**config.mk**
```make
export PLATFORM = sky130hd
export DESIGN_NAME = writeback_arbiter_flat
export DESIGN_NICKNAME = d
export VERILOG_FILES = /design/src/rtl/writeback_arbiter_if.sv /design/src/rtl/writeback_arbiter.sv /design/src/flat_wrapper.sv
export SDC_FILE = /design/constraint.sdc
export NUM_CORES = 1
export LEC_CHECK = 0
export ABC_AREA = 1
export BUFFER_PORTS_ARGS = -buffer_cell sky130_fd_sc_hd__buf_2
export CAP_MARGIN = 10
export CORE_UTILIZATION = 53
export DETAILED_ROUTE_END_ITERATION = 10
export PLACE_DENSITY_LB_ADDON = 0.1
export RECOVER_POWER = 25
export REMOVE_ABC_BUFFERS = 1
export SETUP_SLACK_MARGIN = 0.1
export SYNTH_ARGS = -nofsm -noshare
export SYNTH_HDL_FRONTEND = slang
export SYNTH_SLANG_ARGS = --single-unit
```
**constraint.sdc**
```tcl
create_clock -name clk -period 3.6 [get_ports clk]
set_input_delay 1.08 -clock clk [delete_from_list [all_inputs] [get_ports clk]]
set_output_delay 1.08 -clock clk [all_outputs]
set_load 0.005 [all_outputs]
```
**src/rtl/writeback_arbiter_if.sv**
```systemverilog
// Write-back bus: ALU/memory request channels, register bank write port and
// the pending-lookup port used by hazard logic.
`timescale 1ns/1ps
interface writeback_arbiter_if #(
  parameter int Index_size = 4,
  parameter int width      = 32
);
  logic                  mem_valid;
  logic [Index_size-1:0] mem_rd;
  logic [width-1:0]      mem_data;
  logic                  alu_valid;
  logic [Index_size-1:0] alu_rd;
  logic [width-1:0]      alu_data;
  logic                  in_ready;
  logic                  WE;
  logic [Index_size-1:0] Rd;
  logic [width-1:0]      WD;
  logic [Index_size-1:0] chk_reg;
  logic                  chk_pending;
  logic                  empty;

  modport slave (
    input  mem_valid, mem_rd, mem_data, alu_valid, alu_rd, alu_data, chk_reg,
    output in_ready, WE, Rd, WD, chk_pending, empty
  );
  modport master (
    output mem_valid, mem_rd, mem_data, alu_valid, alu_rd, alu_data, chk_reg,
    input  in_ready, WE, Rd, WD, chk_pending, empty
  );
endinterface

```
**src/rtl/writeback_arbiter.sv**
```systemverilog
// Merges ALU and memory write-backs into a program-ordered FIFO that drains
// one register-bank write per cycle, with a pending-write lookup for hazards.
`timescale 1ns/1ps
module writeback_arbiter #(
  parameter int Index_size = 4,
  parameter int width      = 32,
  parameter int DEPTH      = 4
) (
  input logic               clk,
  input logic               rst,
  writeback_arbiter_if.slave bus
);
  localparam int PW = $clog2(DEPTH);

  typedef struct packed {
    logic [Index_size-1:0] rd;
    logic [width-1:0]      data;
  } wb_ent_t;

  wb_ent_t               fifo [DEPTH];
  logic [PW:0]           count;
  logic [PW-1:0]         rd_ptr, wr_ptr, alu_slot;
  logic                  in_ready, mem_acc, alu_acc, deq;
  logic [1:0]            enq_n;
  logic                  we_q;
  logic [Index_size-1:0] rd_q;
  logic [width-1:0]      wd_q;
  logic [DEPTH-1:0]      hit;

  // Ready looks only at the registered count, so two enqueues always fit.
  assign in_ready = (count <= (PW+1)'(DEPTH-2));
  assign mem_acc  = bus.mem_valid && in_ready && (bus.mem_rd != '0);
  assign alu_acc  = bus.alu_valid && in_ready && (bus.alu_rd != '0);
  assign enq_n    = 2'(mem_acc) + 2'(alu_acc);
  assign deq      = (count != '0);
  assign alu_slot = wr_ptr + PW'(mem_acc);

  always_ff @(posedge clk) begin
    if (rst) begin
      count  <= '0;
      rd_ptr <= '0;
      wr_ptr <= '0;
      we_q   <= 1'b0;
      rd_q   <= '0;
      wd_q   <= '0;
    end else begin
      wr_ptr <= wr_ptr + PW'(enq_n);
      count  <= count + (PW+1)'(enq_n) - (PW+1)'(deq);
      if (deq) begin
        we_q   <= 1'b1;
        rd_q   <= fifo[rd_ptr].rd;
        wd_q   <= fifo[rd_ptr].data;
        rd_ptr <= rd_ptr + 1'b1;
      end else begin
        we_q   <= 1'b0;
      end
    end
  end

  // Storage needs no reset: liveness comes from count/rd_ptr alone.
  always_ff @(posedge clk) begin
    if (!rst) begin
      if (mem_acc) fifo[wr_ptr]   <= '{rd: bus.mem_rd, data: bus.mem_data};
      if (alu_acc) fifo[alu_slot] <= '{rd: bus.alu_rd, data: bus.alu_data};
    end
  end

  genvar i;
  generate
    for (i = 0; i < DEPTH; i++) begin : g_hit
      logic [PW-1:0] off;
      assign off    = PW'(i) - rd_ptr;
      assign hit[i] = ({1'b0, off} < count) && (fifo[i].rd == bus.chk_reg);
    end
  endgenerate

  assign bus.in_ready    = in_ready;
  assign bus.WE          = we_q;
  assign bus.Rd          = rd_q;
  assign bus.WD          = wd_q;
  assign bus.chk_pending = (bus.chk_reg != '0) &&
                           ((|hit) || (we_q && (rd_q == bus.chk_reg)));
  assign bus.empty       = (count == '0) && !we_q;
endmodule
```
**src/flat_wrapper.sv**
```systemverilog
// flat-port wrapper written by rule: the top's interface ports become plain ports
module writeback_arbiter_flat 
#(
  parameter int Index_size = 4,
  parameter int width      = 32,
  parameter int DEPTH      = 4
)
  (clk, rst, bus_mem_valid, bus_mem_rd, bus_mem_data, bus_alu_valid, bus_alu_rd, bus_alu_data, bus_chk_reg, bus_in_ready, bus_WE, bus_Rd, bus_WD, bus_chk_pending, bus_empty);
  writeback_arbiter_if #(.Index_size(Index_size), .width(width)) bus_i ();
  input logic clk;
  input logic rst;
  input wire logic [$bits(bus_i.mem_valid)-1:0] bus_mem_valid;
  input wire logic [$bits(bus_i.mem_rd)-1:0] bus_mem_rd;
  input wire logic [$bits(bus_i.mem_data)-1:0] bus_mem_data;
  input wire logic [$bits(bus_i.alu_valid)-1:0] bus_alu_valid;
  input wire logic [$bits(bus_i.alu_rd)-1:0] bus_alu_rd;
  input wire logic [$bits(bus_i.alu_data)-1:0] bus_alu_data;
  input wire logic [$bits(bus_i.chk_reg)-1:0] bus_chk_reg;
  output wire logic [$bits(bus_i.in_ready)-1:0] bus_in_ready;
  output wire logic [$bits(bus_i.WE)-1:0] bus_WE;
  output wire logic [$bits(bus_i.Rd)-1:0] bus_Rd;
  output wire logic [$bits(bus_i.WD)-1:0] bus_WD;
  output wire logic [$bits(bus_i.chk_pending)-1:0] bus_chk_pending;
  output wire logic [$bits(bus_i.empty)-1:0] bus_empty;
  assign bus_i.mem_valid = bus_mem_valid;
  assign bus_i.mem_rd = bus_mem_rd;
  assign bus_i.mem_data = bus_mem_data;
  assign bus_i.alu_valid = bus_alu_valid;
  assign bus_i.alu_rd = bus_alu_rd;
  assign bus_i.alu_data = bus_alu_data;
  assign bus_i.chk_reg = bus_chk_reg;
  assign bus_in_ready = bus_i.in_ready;
  assign bus_WE = bus_i.WE;
  assign bus_Rd = bus_i.Rd;
  assign bus_WD = bus_i.WD;
  assign bus_chk_pending = bus_i.chk_pending;
  assign bus_empty = bus_i.empty;
  writeback_arbiter #(.Index_size(Index_size), .width(width), .DEPTH(DEPTH)) u_core (.clk(clk), .rst(rst), .bus(bus_i));
endmodule
```
==> results of run 1 <==
per-stage QoR:
stage	cell area, µm²	worst slack (ns)
floorplan	9170	-1.672
global placement	10350	0.3592
detailed placement	10350	0.3461
CTS	10930	0.2356
global route	10850	0.08541
finish	10850	0.2925
placed cells by master, fill, tap and decap left out, types with 7 or more instances in the layout:
cell type,Yosys,routed
nor2_1,27,25
ha_1,10,10
dfxtp_1,44,43
buf_4,4,20
nor2_4,3,7
nand2_1,421,416
nand3_1,5,7
nand4_1,144,144
clkbuf_16,0,17
xor2_1,8,8
o21ai_0,44,44
edfxtp_1,144,144
inv_1,36,36
a41oi_1,33,33
a21oi_1,9,10
a22oi_1,35,35
buf_2,31,93
clkbuf_1,38,27
kinds of logic (layout without fill, tap and decap cells):
group | count (synthesis) | after routing
AND/OR/NAND/NOR | 610 | 610
AO/OA/AOI/OAI | 125 | 125
flip-flops | 188 | 188
XOR/XNOR | 9 | 9
adder cells (fa/ha/maj) | 11 | 11
other | 0 | 1
buffers and inverters | 124 | 216
cells in the mapped netlist, drive strengths merged:
cell	n	area share, %
nand2	421	16
clkbuf	38	1.5
nor4	2	0.13
nand3	9	0.91
a21oi	10	0.56
a41oi	33	3.0
a31oi	3	0.20
edfxtp	144	45
inv	38	1.5
fa	1	0.21
dfxtp	44	9.2
a22oi	35	2.7
ha	10	1.3
nor2	33	1.6
o21ai	44	2.3
nand3b	1	0.078
buf	47	2.9
clkinv	1	0.039
nand4	144	9.4
xor2	9	0.90
path summary, 6_finish.rpt:
path                                                       to  slack [ns]  depth (start not counted)
worst max-delay path                          bus_chk_pending        0.29                         13
worst max register to register   u_core.fifo[1][28]$_DFFE_PP_        0.59                         10
worst min register to register  u_core.rd_ptr[0]$_SDFFE_PP0N_        0.53                          1
worst min-delay path            u_core.rd_ptr[0]$_SDFFE_PP0N_        0.53                          1
registers in the layout, summed over array words and instances, names as in the netlist:
signal         cells
u_core.fifo      144
u_core.rd_ptr      2
u_core.wr_ptr      2
u_core.bus.WD     32
u_core.count       3
u_core.bus.Rd      4
u_core.bus.WE      1
worst max-delay path: cells and delay by family, from the launching register on:
kind                       cells  cell delay [ns]
buffers and inverters          4             0.33
and+or+nand+nor                7             0.61
adders and majority gates      1             0.27
DFF                            1             0.43
AOI/OAI and AO/OA              1             0.18
layer usage:
| metal | GRT usage [%] | share of wire, % | vias to the layer above |
|---|---|---|---|
| met2 | 49.18 | 50 | 338 |
| met5 | 0 | 0.042 | - |
| met4 | 11.85 | 1.8 | 2 |
| li1 | - | - | 3955 |
| met1 | 37.93 | 41 | 3850 |
| met3 | 4.630 | 7.3 | 47 |
final cells by class:
class                   instances  area share (%)
flip-flops and latches        188           47.97
multi-input cells             755           35.33
repair buffers                145           7.389
clock buffers                  18           3.954
well taps                     225           2.594
inverters                      39           1.395
clock inverters                14           1.349
diodes                          1         0.02305
where the power goes:
group          internal, W  total, W  switching (W)
sequential         0.00292   0.00315       0.000233
clock              0.00102   0.00185       0.000823
combinational     0.000873   0.00300        0.00213
==> load_flow_metrics.sql, run 1 <==
INSERT INTO impl_metrics (metric_group, metric, value, unit) VALUES
('logic_synthesis', 'mappedNetlistArea', '9595', 'µm²'),
('grt', 'number_of_antenna_violations_at_the_first_check_in_global_routing', '2', ''),
('logic_synthesis', 'post_synth.cell_area_avg', '8.993', 'µm²'),
('logic_synthesis', 'synth.ff_latch_count', '188', ''),
('setup_path', 'path_cells', 'nand2_2, clkinv_1, nor2_1, inv_1, ha_1, inv_1, nor2_1, a22oi_1, nand3_1, nand2_1, nor2_1, nor2_1, buf_2', ''),
('timing', 'max_slew.worst_pin.slew', '1.944', 'ns'),
('setup_path', 'critPathSlowestCell', 'dfxtp_1', ''),
('timing', 'fin_hold_ws', '0.5344', 'ns'),
('logic_synthesis', 'post_synth_fa_ha_maj_area_fraction', '1.513', '%'),
('placed_design', 'io_buffer_count', '119', ''),
('power', 'power.density_cell_area', '736.5', 'nW/µm²'),
('grt', 'grt_pass1_vias', '7730', ''),
('setup_path', 'cp_startpoint_kind', 'register', ''),
('timing', 'finalSetupTns', '0', 'ns'),
('routing', 'drt_iter0_drc', '844', ''),
('floorplanning', 'die_h', '136.6', 'µm'),
('floorplanning', 'pin_count', '120', ''),
('power', 'power_leakage', '4.514', 'nW'),
('timing', 'final-max-slew-violation-count', '75', ''),
('timing', 'achievable-frequency', '0.3023', 'GHz'),
('final_layout', 'multi_input_area', '3835', 'µm²'),
('logic_synthesis', 'yosysWarningCount', '0', ''),
('routing', 'drc', '0', ''),
('timing', 'setup_violations_final', '0', ''),
('grt', 'overflow', '0', ''),
('placed_design', 'place_hpwl', '14880', 'µm'),
('floorplanning', 'placeableCoreArea', '17480', 'µm²'),
('grt', 'grt_start_max_net_pins', '149', ''),
('setup_path', 'worst_path_most_repeated_cell', 'nor2_1', ''),
('floorplanning', 'dieWidth', '136.6', 'µm'),
('floorplanning', 'starting_density', '54.90', '%'),
('cts', 'postCtsSetupBuffers', '0', ''),
('routing', 'wirelength', '26220', 'µm'),
('logic_synthesis', 'synth-seq-area-share', '54.24', '%'),
('setup_path', 'cp_max_fo', '6', ''),
('routing', 'first_pass_iters', '5', ''),
('floorplanning', 'rows', '48', ''),
('logic_synthesis', 'post_synth_inst_count', '1067', ''),
('logic_synthesis', 'yosys.area_share.xor_xnor', '0.8997', '%'),
('grt', 'first_pass_grt_wire_length', '40810', 'µm'),
('logic_synthesis', 'synth_cell_type_count', '30', ''),
('logic_synthesis', 'post_synth_and_or_nand_nor_area_fraction', '28.58', '%'),
('timing', 'max_slew_margin', '-29.75', '%'),
('routing', 'num_vias', '8192', ''),
('timing', 'layout_worst_path_cycle_share', '91.88', '%'),
('setup_path', 'worst-setup-path-type', 'reg2out', ''),
('cts', 'tritoncts', 'done', ''),
('power', 'ir_drop_worst_case_vdd', '0.0005887', 'V'),
('final_layout', 'storage_cell_area', '5206', 'µm²'),
('timing', 'unrepaired_setup_endpoints_after_global_routing', 'false', ''),
('flow_run', 'max-cap-violations', '2', ''),
('routing', 'detail_route_antenna_nets', '0', ''),
('grt', 'grtUsageTotal', '29.33', '%'),
('routing', 'avgRoutedWirePerCell', '18.93', 'µm'),
('cts', 'cts-root-buf', 'clkbuf_16', ''),
('final_layout', 'fraction_of_final_layout_cells_with_drive_strength_greater_than_1', '14.41', '%'),
('placed_design', 'dp_cells', '1352', ''),
('final_layout', 'syn_to_layout_area_delta', '13.12', '%'),
('logic_synthesis', 'multiplexer_fraction_of_the_synthesized_cell_area', '0', '%'),
('final_layout', 'layout.filler_cells', '1524', ''),
('setup_path', 'timing.rr.start', 'u_core.count[2]$_SDFF_PP0_', ''),
('placed_design', 'place_congestion', '0.7996', ''),
('power', 'totalPowerFinal', '0.007994', 'W'),
('routing', 'viasPerCell', '5.915', ''),
('final_layout', 'fin_nets', '1237', ''),
('setup_path', 'max_stage_delay', '0.43', 'ns'),
('final_layout', 'stdcell_count', '1385', ''),
('timing', 'timing.clock.skew', '0.01016', 'ns'),
('final_layout', 'fin_util', '62.11', '%'),
('outcome', 'outcome', 'finished with violations', ''),
('outcome', 'failed_checks', 'max-capacitance violations, max-slew violations', '');
No activity file was read; power rests on OpenSTA's default activity.
==> run 2, diff against run 1 <==
--- a/config.mk
+++ b/config.mk
@@ -8,7 +8,7 @@
 export ABC_AREA = 1
 export BUFFER_PORTS_ARGS = -buffer_cell sky130_fd_sc_hd__buf_2
 export CAP_MARGIN = 10
-export CORE_UTILIZATION = 53
+export CORE_UTILIZATION = 30
 export DETAILED_ROUTE_END_ITERATION = 10
 export PLACE_DENSITY_LB_ADDON = 0.1
 export RECOVER_POWER = 25
==> run 2 against run 1 <==
Compared with the run above:
- combinational power up 6%
- wire length rose by 19%
- non-clock buffer count up 10
- the flow now finishes without violations
- global-route usage decreased by 9.9 points
- critical path type unchanged
- register-to-register slack worse by 0.12 ns
- sequential share of layout area is 1.4 points lower
- core utilization fell by 27 points
- critical path depth unchanged
- via count decreased by 1.4%
- clock power is 4% higher
- final cell count grew 13%
==> load_flow_metrics.sql, run 2 (synthesis results as in run 1) <==
INSERT INTO impl_metrics (metric_group, metric, value, unit) VALUES
('floorplanning', 'die_h', '180.8', 'µm'),
('final_layout', 'fraction_of_final_layout_cells_with_drive_strength_greater_than_1', '16.08', '%'),
('grt', 'gr-usage-met3', '2.419', '%'),
('final_layout', 'syn_to_layout_area_delta', '16.69', '%'),
('routing', 'num_vias', '8076', ''),
('power', 'power_leakage', '4.595', 'nW'),
('routing', 'drt_iter0_drc', '471', ''),
('timing', 'period_needed', '3.339', 'ns'),
('timing', 'max_slew_margin', '25.33', '%'),
('setup_path', 'worst-setup-path-type', 'reg2out', ''),
('routing', 'drc', '0', ''),
('timing', 'unrepaired_setup_endpoints_after_global_routing', 'false', ''),
('power', 'seq_power_share', '38.1', '%'),
('power', 'power_switching_share', '41.49', '%'),
('routing', 'first_pass_iters', '5', ''),
('final_layout', 'antenna_cells_inserted', '0', ''),
('cts', 'clk_pin_slew_worst_paths', '0.08', 'ns'),
('floorplanning', 'placeableCoreArea', '31470', 'µm²'),
('floorplanning', 'pin_count', '120', ''),
('grt', 'grt_pass1_vias', '7993', ''),
('cts', 'htree_levels', '4', ''),
('floorplanning', 'rows', '65', ''),
('timing', 'finalSetupTns', '0', 'ns'),
('routing', 'wirelength', '31120', 'µm'),
('cts', 'tritoncts', 'done', ''),
('timing', 'setup_violations_final', '0', ''),
('setup_path', 'path_cells', 'nand2_2, clkinv_1, nor2_2, inv_1, ha_1, inv_1, nor2_1, a22oi_1, nand3_1, nand2_1, nor2_1, nor2_1, buf_2', ''),
('power', 'intPower', '0.004833', 'W'),
('setup_path', 'arrival', '2.26', 'ns'),
('timing', 'layout_worst_path_cycle_share', '92.76', '%'),
('cts', 'cts-root-buf', 'clkbuf_16', ''),
('power', 'power.density_cell_area', '737.8', 'nW/µm²'),
('floorplanning', 'starting_density', '30.49', '%'),
('setup_path', 'max_stage_delay', '0.39', 'ns'),
('final_layout', 'highest_count_cells_in_the_layout_ignoring_fill_and_taps', 'nand2_1, nand4_1, edfxtp_1', ''),
('setup_path', 'cp_startpoint_kind', 'register', ''),
('setup_path', 'timing.critical_path.required', '2.52', 'ns'),
('timing', 'final-hold-violation-count', '0', ''),
('final_layout', 'max_reg_flops', '144', ''),
('routing', 'avgRoutedWirePerCell', '19.81', 'µm'),
('routing', 'detail_route_antenna_nets', '0', ''),
('grt', 'grtUsageTotal', '19.42', '%'),
('flow_run', 'max-cap-violations', '0', ''),
('final_layout', 'largest_register', 'u_core.fifo', ''),
('grt', 'grt_start_max_net_pins', '149', ''),
('setup_path', 'critPathSlowestCell', 'dfxtp_4', ''),
('timing', 'fin_hold_ws', '0.5366', 'ns'),
('grt', 'first_pass_grt_wire_length', '48430', 'µm'),
('grt', 'number_of_antenna_violations_at_the_first_check_in_global_routing', '0', ''),
('placed_design', 'io_buffer_count', '119', ''),
('cts', 'clock_latency', '0.44', 'ns'),
('timing', 'max_slew.worst_pin.slew', '1.120', 'ns'),
('setup_path', 'worst_path_most_repeated_cell', 'nor2_1', ''),
('placed_design', 'place_congestion', '0.7746', ''),
('floorplanning', 'design.die.area', '32700', 'µm²'),
('floorplanning', 'dieWidth', '180.8', 'µm'),
('grt', 'grt.busiest_layer', 'met2', ''),
('power', 'clock_power_share', '23.3', '%'),
('min_path', 'min_path_type', 'reg2reg', ''),
('power', 'switching_component_of_the_power', '0.003428', 'W'),
('timing', 'final-max-slew-violation-count', '0', ''),
('cts', 'cts_num_sinks', '188', ''),
('final_layout', 'fin_nets', '1247', ''),
('setup_path', 'end_kind', 'primary output', ''),
('cts', 'clock_tree.buffer_depth', '2', ''),
('outcome', 'outcome', 'finished clean', ''),
('timing', 'achievable-frequency', '0.2995', 'GHz'),
('power', 'part_of_the_power_in_combinational_logic', '38.6', '%'),
('cts', 'numCtsBuffers', '17', ''),
('power', 'ir_drop_worst_case_vdd', '0.0003894', 'V'),
('routing', 'viasPerCell', '5.141', ''),
('placed_design', 'place_hpwl', '18670', 'µm'),
('timing', 'timing.clock.skew', '0.01706', 'ns'),
('final_layout', 'layout.cells.most_common', 'nand2_1', ''),
('grt', 'grt.met1_usage', '25.05', '%'),
('grt', 'overflow', '0', ''),
('grt', 'grt_util_met2', '33.59', '%'),
('setup_path', 'cp_max_fo', '6', '');
==> run 2: changes by cell type in the layout (fill, tap and decap cells not counted), moves of 2 or more <==
cell and delta:
buf_2 +6, buf_4 +9, clkbuf_1 -6, clkinv_2 -2, clkinv_4 -2, dfxtp_4 +2
inv_8 +5, nand3_1 -2
==> run 2: metrics by stage <==
step | utilization (%) | instance area, µm² | power [W] | setup slack [ns] | std cells
2_1_floorplan | - | 9170 | 0.004878 | -1.672 | 982
3_3_place_gp | 33.74 | 10620 | 0.006411 | 0.3720 | 1535
3_5_place_dp | 33.74 | 10620 | 0.006423 | 0.3479 | 1535
4_1_cts | 35.64 | 11220 | 0.008361 | 0.1417 | 1567
5_1_grt | 35.58 | 11200 | 0.008795 | 0.08191 | 1571
6_report | 35.58 | 11200 | 0.008261 | 0.2608 | 1571
==> run 2: metal layers <==
layer | vias to the layer above | share of wire (%)
li1 | 3978 | -
met1 | 3883 | 45
met2 | 180 | 50
met3 | 35 | 3.1
met4 | 0 | 1.9
met5 | - | 0
==> run 2: critical path, delay by kind of cell, from the launching register on <==
family / cells / cell delay, ns
buffers and inverters: 4 / 0.34
AND/OR/NAND/NOR: 7 / 0.61
flip-flops: 1 / 0.39
adder cells (fa/ha/maj): 1 / 0.26
AO/OA/AOI/OAI: 1 / 0.23
==> run 2: path summary, 6_finish.rpt <==
| check | start | end | slack (ns) | cells past startpoint |
|---|---|---|---|---|
| max reg2reg | u_core.count[2]$_SDFF_PP0_ | u_core.fifo[0][5]$_DFFE_PP_ | 0.47 | 10 |
| min reg2reg | u_core.wr_ptr[1]$_SDFF_PP0_ | u_core.wr_ptr[1]$_SDFF_PP0_ | 0.54 | 1 |
| max | u_core.rd_ptr[1]$_SDFFE_PP0N_ | bus_chk_pending | 0.26 | 13 |
| min | u_core.wr_ptr[1]$_SDFF_PP0_ | u_core.wr_ptr[1]$_SDFF_PP0_ | 0.54 | 1 |
==> run 2: area by class of cell <==
class / instances / area, µm²
inverter: 39 / 151.4
tap: 402 / 503.0
timing repair buffer: 155 / 882.1
clock buffer: 18 / 439.2
multi-input combinational: 755 / 3852
clock inverter: 14 / 156.4
fill: 3188 / 20280
sequential: 188 / 5213
==> run 2: power by group through the flow <==
| stage | sequential [W] | combinational (W) | clock, W |
|---|---|---|---|
| 3_3_place_gp | 0.00320 | 0.00321 | 0 |
| 4_1_cts | 0.00316 | 0.00323 | 0.00198 |
| 6_report | 0.00315 | 0.00319 | 0.00192 |
| 5_1_grt | 0.00320 | 0.00354 | 0.00205 |
| 2_1_floorplan | 0.00315 | 0.00173 | 0 |
| 3_5_place_dp | 0.00320 | 0.00322 | 0 |
==> run 2: repair_timing <==
action / in CTS / in global routing
gates resized for setup: 1 / 5
endpoints found under the setup margin: 1 / 1
buffers inserted: 0 / 4
pin swaps: 0 / 2
hold buffers: 0 / 0
==> run 3, diff against run 2 <==
--- a/config.mk
+++ b/config.mk
@@ -12,7 +12,6 @@
 export DETAILED_ROUTE_END_ITERATION = 10
 export PLACE_DENSITY_LB_ADDON = 0.1
 export RECOVER_POWER = 25
-export REMOVE_ABC_BUFFERS = 1
 export SETUP_SLACK_MARGIN = 0.1
 export SYNTH_ARGS = -nofsm -noshare
 export SYNTH_HDL_FRONTEND = slang
==> run 3 against run 2 <==
Compared with the run above:
- the flow now finishes with violations (max-capacitance violations, max-slew violations)
- register-to-register slack better by 0.24 ns
- final area down 0.23%
- final cell count shrank 0.19%
- clock skew is 0.0017 ns lower
- sequential cell count unchanged
- sequential share of layout area rose by 0.065 points
- core utilization shrank 0.084 points
- wire length increased by 0.23%
- critical path depth is the same
- global-route usage grew 0.15 points
- largest cell class unchanged
- highest routed layer unchanged
==> load_flow_metrics.sql, run 3 (synthesis results as in run 1) <==
INSERT INTO impl_metrics (metric_group, metric, value, unit) VALUES
('outcome', 'outcome', 'finished with violations', ''),
('outcome', 'failed_checks', 'max-capacitance violations, max-slew violations', ''),
('floorplanning', 'dieWidth', '180.8', 'µm'),
('floorplanning', 'rows', '65', ''),
('power', 'seq_power_share', '38.3', '%'),
('power', 'power.density_cell_area', '737.1', 'nW/µm²'),
('timing', 'max_slew.worst_pin.slew', '1.515', 'ns'),
('flow_run', 'max-cap-violations', '1', ''),
('setup_path', 'ff2ff_setup_slack', '0.71', 'ns'),
('setup_path', 'worst-setup-path-type', 'reg2out', ''),
('floorplanning', 'pin_count', '120', ''),
('setup_path', 'critPathSlowestCell', 'dfxtp_2', ''),
('final_layout', 'fin_nets', '1243', ''),
('final_layout', 'highest_count_cells_in_the_layout_ignoring_fill_and_taps', 'nand2_1, nand4_1, edfxtp_1', ''),
('timing', 'setup_violations_final', '0', ''),
('timing', 'final-hold-violation-count', '0', ''),
('routing', 'viasPerCell', '5.193', ''),
('final_layout', 'max_reg_flops', '144', ''),
('cts', 'postCtsHoldBufs', '0', ''),
('final_layout', 'syn_to_layout_area_delta', '16.42', '%'),
('grt', 'grt_start_max_net_pins', '131', ''),
('power', 'ir_drop_worst_case_vdd', '0.0004304', 'V'),
('setup_path', 'cp_max_fo', '6', ''),
('timing', 'finalSetupTns', '0', 'ns'),
('routing', 'drt_iter0_drc', '576', ''),
('final_layout', 'layout.cells.most_common', 'nand2_1', ''),
('timing', 'max_slew_margin', '-0.9976', '%'),
('placed_design', 'place_hpwl', '18610', 'µm'),
('timing', 'final-max-slew-violation-count', '131', ''),
('power', 'switching_component_of_the_power', '0.003472', 'W'),
('floorplanning', 'design.die.area', '32700', 'µm²'),
('cts', 'numCtsBuffers', '17', ''),
('setup_path', 'max_stage_delay', '0.38', 'ns'),
('power', 'power_switching_share', '42.16', '%'),
('grt', 'number_of_antenna_violations_at_the_first_check_in_global_routing', '1', ''),
('final_layout', 'fin_util', '35.49', '%'),
('setup_path', 'cp_startpoint_kind', 'register', ''),
('floorplanning', 'starting_density', '30.49', '%'),
('grt', 'first_pass_grt_wire_length', '48140', 'µm'),
('floorplanning', 'placeableCoreArea', '31470', 'µm²'),
('setup_path', 'worst_path_most_repeated_cell', 'nor2_1', ''),
('setup_path', 'cp_num_buf_inv', '4', ''),
('routing', 'first_pass_iters', '5', ''),
('grt', 'grt_pass1_vias', '7913', ''),
('floorplanning', 'die_h', '180.8', 'µm'),
('final_layout', 'design_area', '11170', 'µm²'),
('timing', 'timing.clock.skew', '0.01538', 'ns'),
('power', 'totalPowerFinal', '0.008234', 'W'),
('setup_path', 'worst-path-stages', '13', ''),
('timing', 'unrepaired_setup_endpoints_after_global_routing', 'false', ''),
('routing', 'avgRoutedWirePerCell', '19.89', 'µm'),
('power', 'part_of_the_power_in_combinational_logic', '38.4', '%'),
('cts', 'tritoncts', 'done', ''),
('setup_path', 'timing.rr.start', 'u_core.count[2]$_SDFF_PP0_', ''),
('routing', 'wirelength', '31190', 'µm'),
('timing', 'period_needed', '3.270', 'ns'),
('power', 'intPower', '0.004763', 'W'),
('timing', 'layout_worst_path_cycle_share', '90.83', '%'),
('cts', 'cts_num_sinks', '188', ''),
('placed_design', 'place_congestion', '0.7488', ''),
('routing', 'drc', '0', ''),
('logic_synthesis', 'synth_fp_nets', '1158', ''),
('cts', 'htree_levels', '4', ''),
('placed_design', 'placed_cell_area', '10620', 'µm²'),
('min_path', 'hold_path_depth', '1', ''),
('setup_path', 'timing.critical_path.required', '2.52', 'ns'),
('cts', 'clock_tree.buffer_depth', '2', ''),
('cts', 'clk_pin_slew_worst_paths', '0.08', 'ns'),
('final_layout', 'fraction_of_final_layout_cells_with_drive_strength_greater_than_1', '15.79', '%'),
('routing', 'detail_route_antenna_nets', '0', ''),
('min_path', 'min_path_type', 'reg2reg', ''),
('power', 'clock_power_share', '23.3', '%'),
('setup_path', 'worst-r2r-cell-count', '9', ''),
('grt', 'grtUsageTotal', '19.57', '%'),
('final_layout', 'largest_register', 'u_core.fifo', ''),
('timing', 'achievable-frequency', '0.3058', 'GHz'),
('grt', 'overflow', '0', ''),
('setup_path', 'cpLargestDelayFamily', 'simple AND/OR/NAND/NOR gates', ''),
('setup_path', 'end_point_of_the_critical_path', 'bus_chk_pending', ''),
('setup_path', 'end_kind', 'primary output', ''),
('setup_path', 'reg2reg_to', 'u_core.fifo[0][12]$_DFFE_PP_', ''),
('power', 'power_leakage', '4.577', 'nW'),
('routing', 'num_vias', '8142', ''),
('placed_design', 'io_buffer_count', '119', ''),
('setup_path', 'critical_path.startpoint', 'u_core.rd_ptr[1]$_SDFFE_PP0N_', ''),
('setup_path', 'arrival', '2.19', 'ns'),
('setup_path', 'path_cells', 'nand2_2, clkinv_1, nor2_2, inv_1, ha_1, inv_1, nor2_1, a22oi_1, nand3_1, nand2_1, nor2_1, nor2_1, buf_2', ''),
('cts', 'cts-root-buf', 'clkbuf_16', ''),
('cts', 'clock_latency', '0.44', 'ns');
[run 3: cell types whose count changed in the layout (fill, tap and decap cells not counted), moves of 2 or more]
| cell | delta |
|---|---|
| inv_8 | -3 |
| dfxtp_2 | +2 |
| inv_6 | +2 |
| buf_4 | -4 |
| clkinvlp_4 | -3 |
| dfxtp_4 | -2 |
| clkinv_8 | +5 |
[run 3: worst min path at each step]
stage	startpoint	to	slack, ns
after floorplan	u_core.count[2]$_SDFF_PP0_	u_core.count[2]$_SDFF_PP0_	0.49
after global placement	u_core.wr_ptr[1]$_SDFF_PP0_	u_core.wr_ptr[1]$_SDFF_PP0_	0.53
after detailed placement	u_core.wr_ptr[1]$_SDFF_PP0_	u_core.wr_ptr[1]$_SDFF_PP0_	0.53
after CTS	u_core.wr_ptr[1]$_SDFF_PP0_	u_core.wr_ptr[1]$_SDFF_PP0_	0.55
after global routing	u_core.wr_ptr[1]$_SDFF_PP0_	u_core.wr_ptr[1]$_SDFF_PP0_	0.58
final	u_core.rd_ptr[0]$_SDFFE_PP0N_	u_core.rd_ptr[0]$_SDFFE_PP0N_	0.54
[run 3: timing repair]
item	in CTS	in global routing
setup endpoints to repair	0	1
resized for setup	0	4
buffers inserted	0	0
[run 3: power by group through the flow]
stage               clock network (W)  logic (W)  registers [W]
floorplan                           0    0.00194        0.00314
global placement                    0    0.00321        0.00320
detailed placement                  0    0.00322        0.00320
CTS                           0.00198    0.00324        0.00315
global route                  0.00207    0.00353        0.00321
finish                        0.00192    0.00316        0.00316
[run 3: per-stage QoR]
| stage | std cells | worst slack, ns | hold slack (ns) |
|---|---|---|---|
| after detailed placement | 1535 | 0.3485 | 0.5338 |
| after floorplan | 1067 | 0.1106 | 0.4886 |
| after global placement | 1535 | 0.3832 | 0.5343 |
| final | 1568 | 0.3302 | 0.5406 |
| after CTS | 1567 | 0.1335 | 0.5537 |
| after global routing | 1568 | 0.1261 | 0.5789 |
[run 3: metal layers]
metal  track usage (%)  vias up  wire [µm]
li1                  -     3973          -
met1             26.04     3875      14320
met2             32.31      264      14810
met3             3.225       30       1547
met4             6.325        0        521
met5                 0        -          0
[run 3: area by class of cell]
class / count / area, µm²
Fill cell: 3236 / 20300
Clock buffer: 18 / 429.2
Sequential cell: 188 / 5207
Tap cell: 402 / 503.0
Inverter: 39 / 147.6
Timing Repair Buffer: 151 / 855.8
Antenna cell: 1 / 2.502
Multi-Input combinational cell: 755 / 3852
Clock inverter: 14 / 172.7
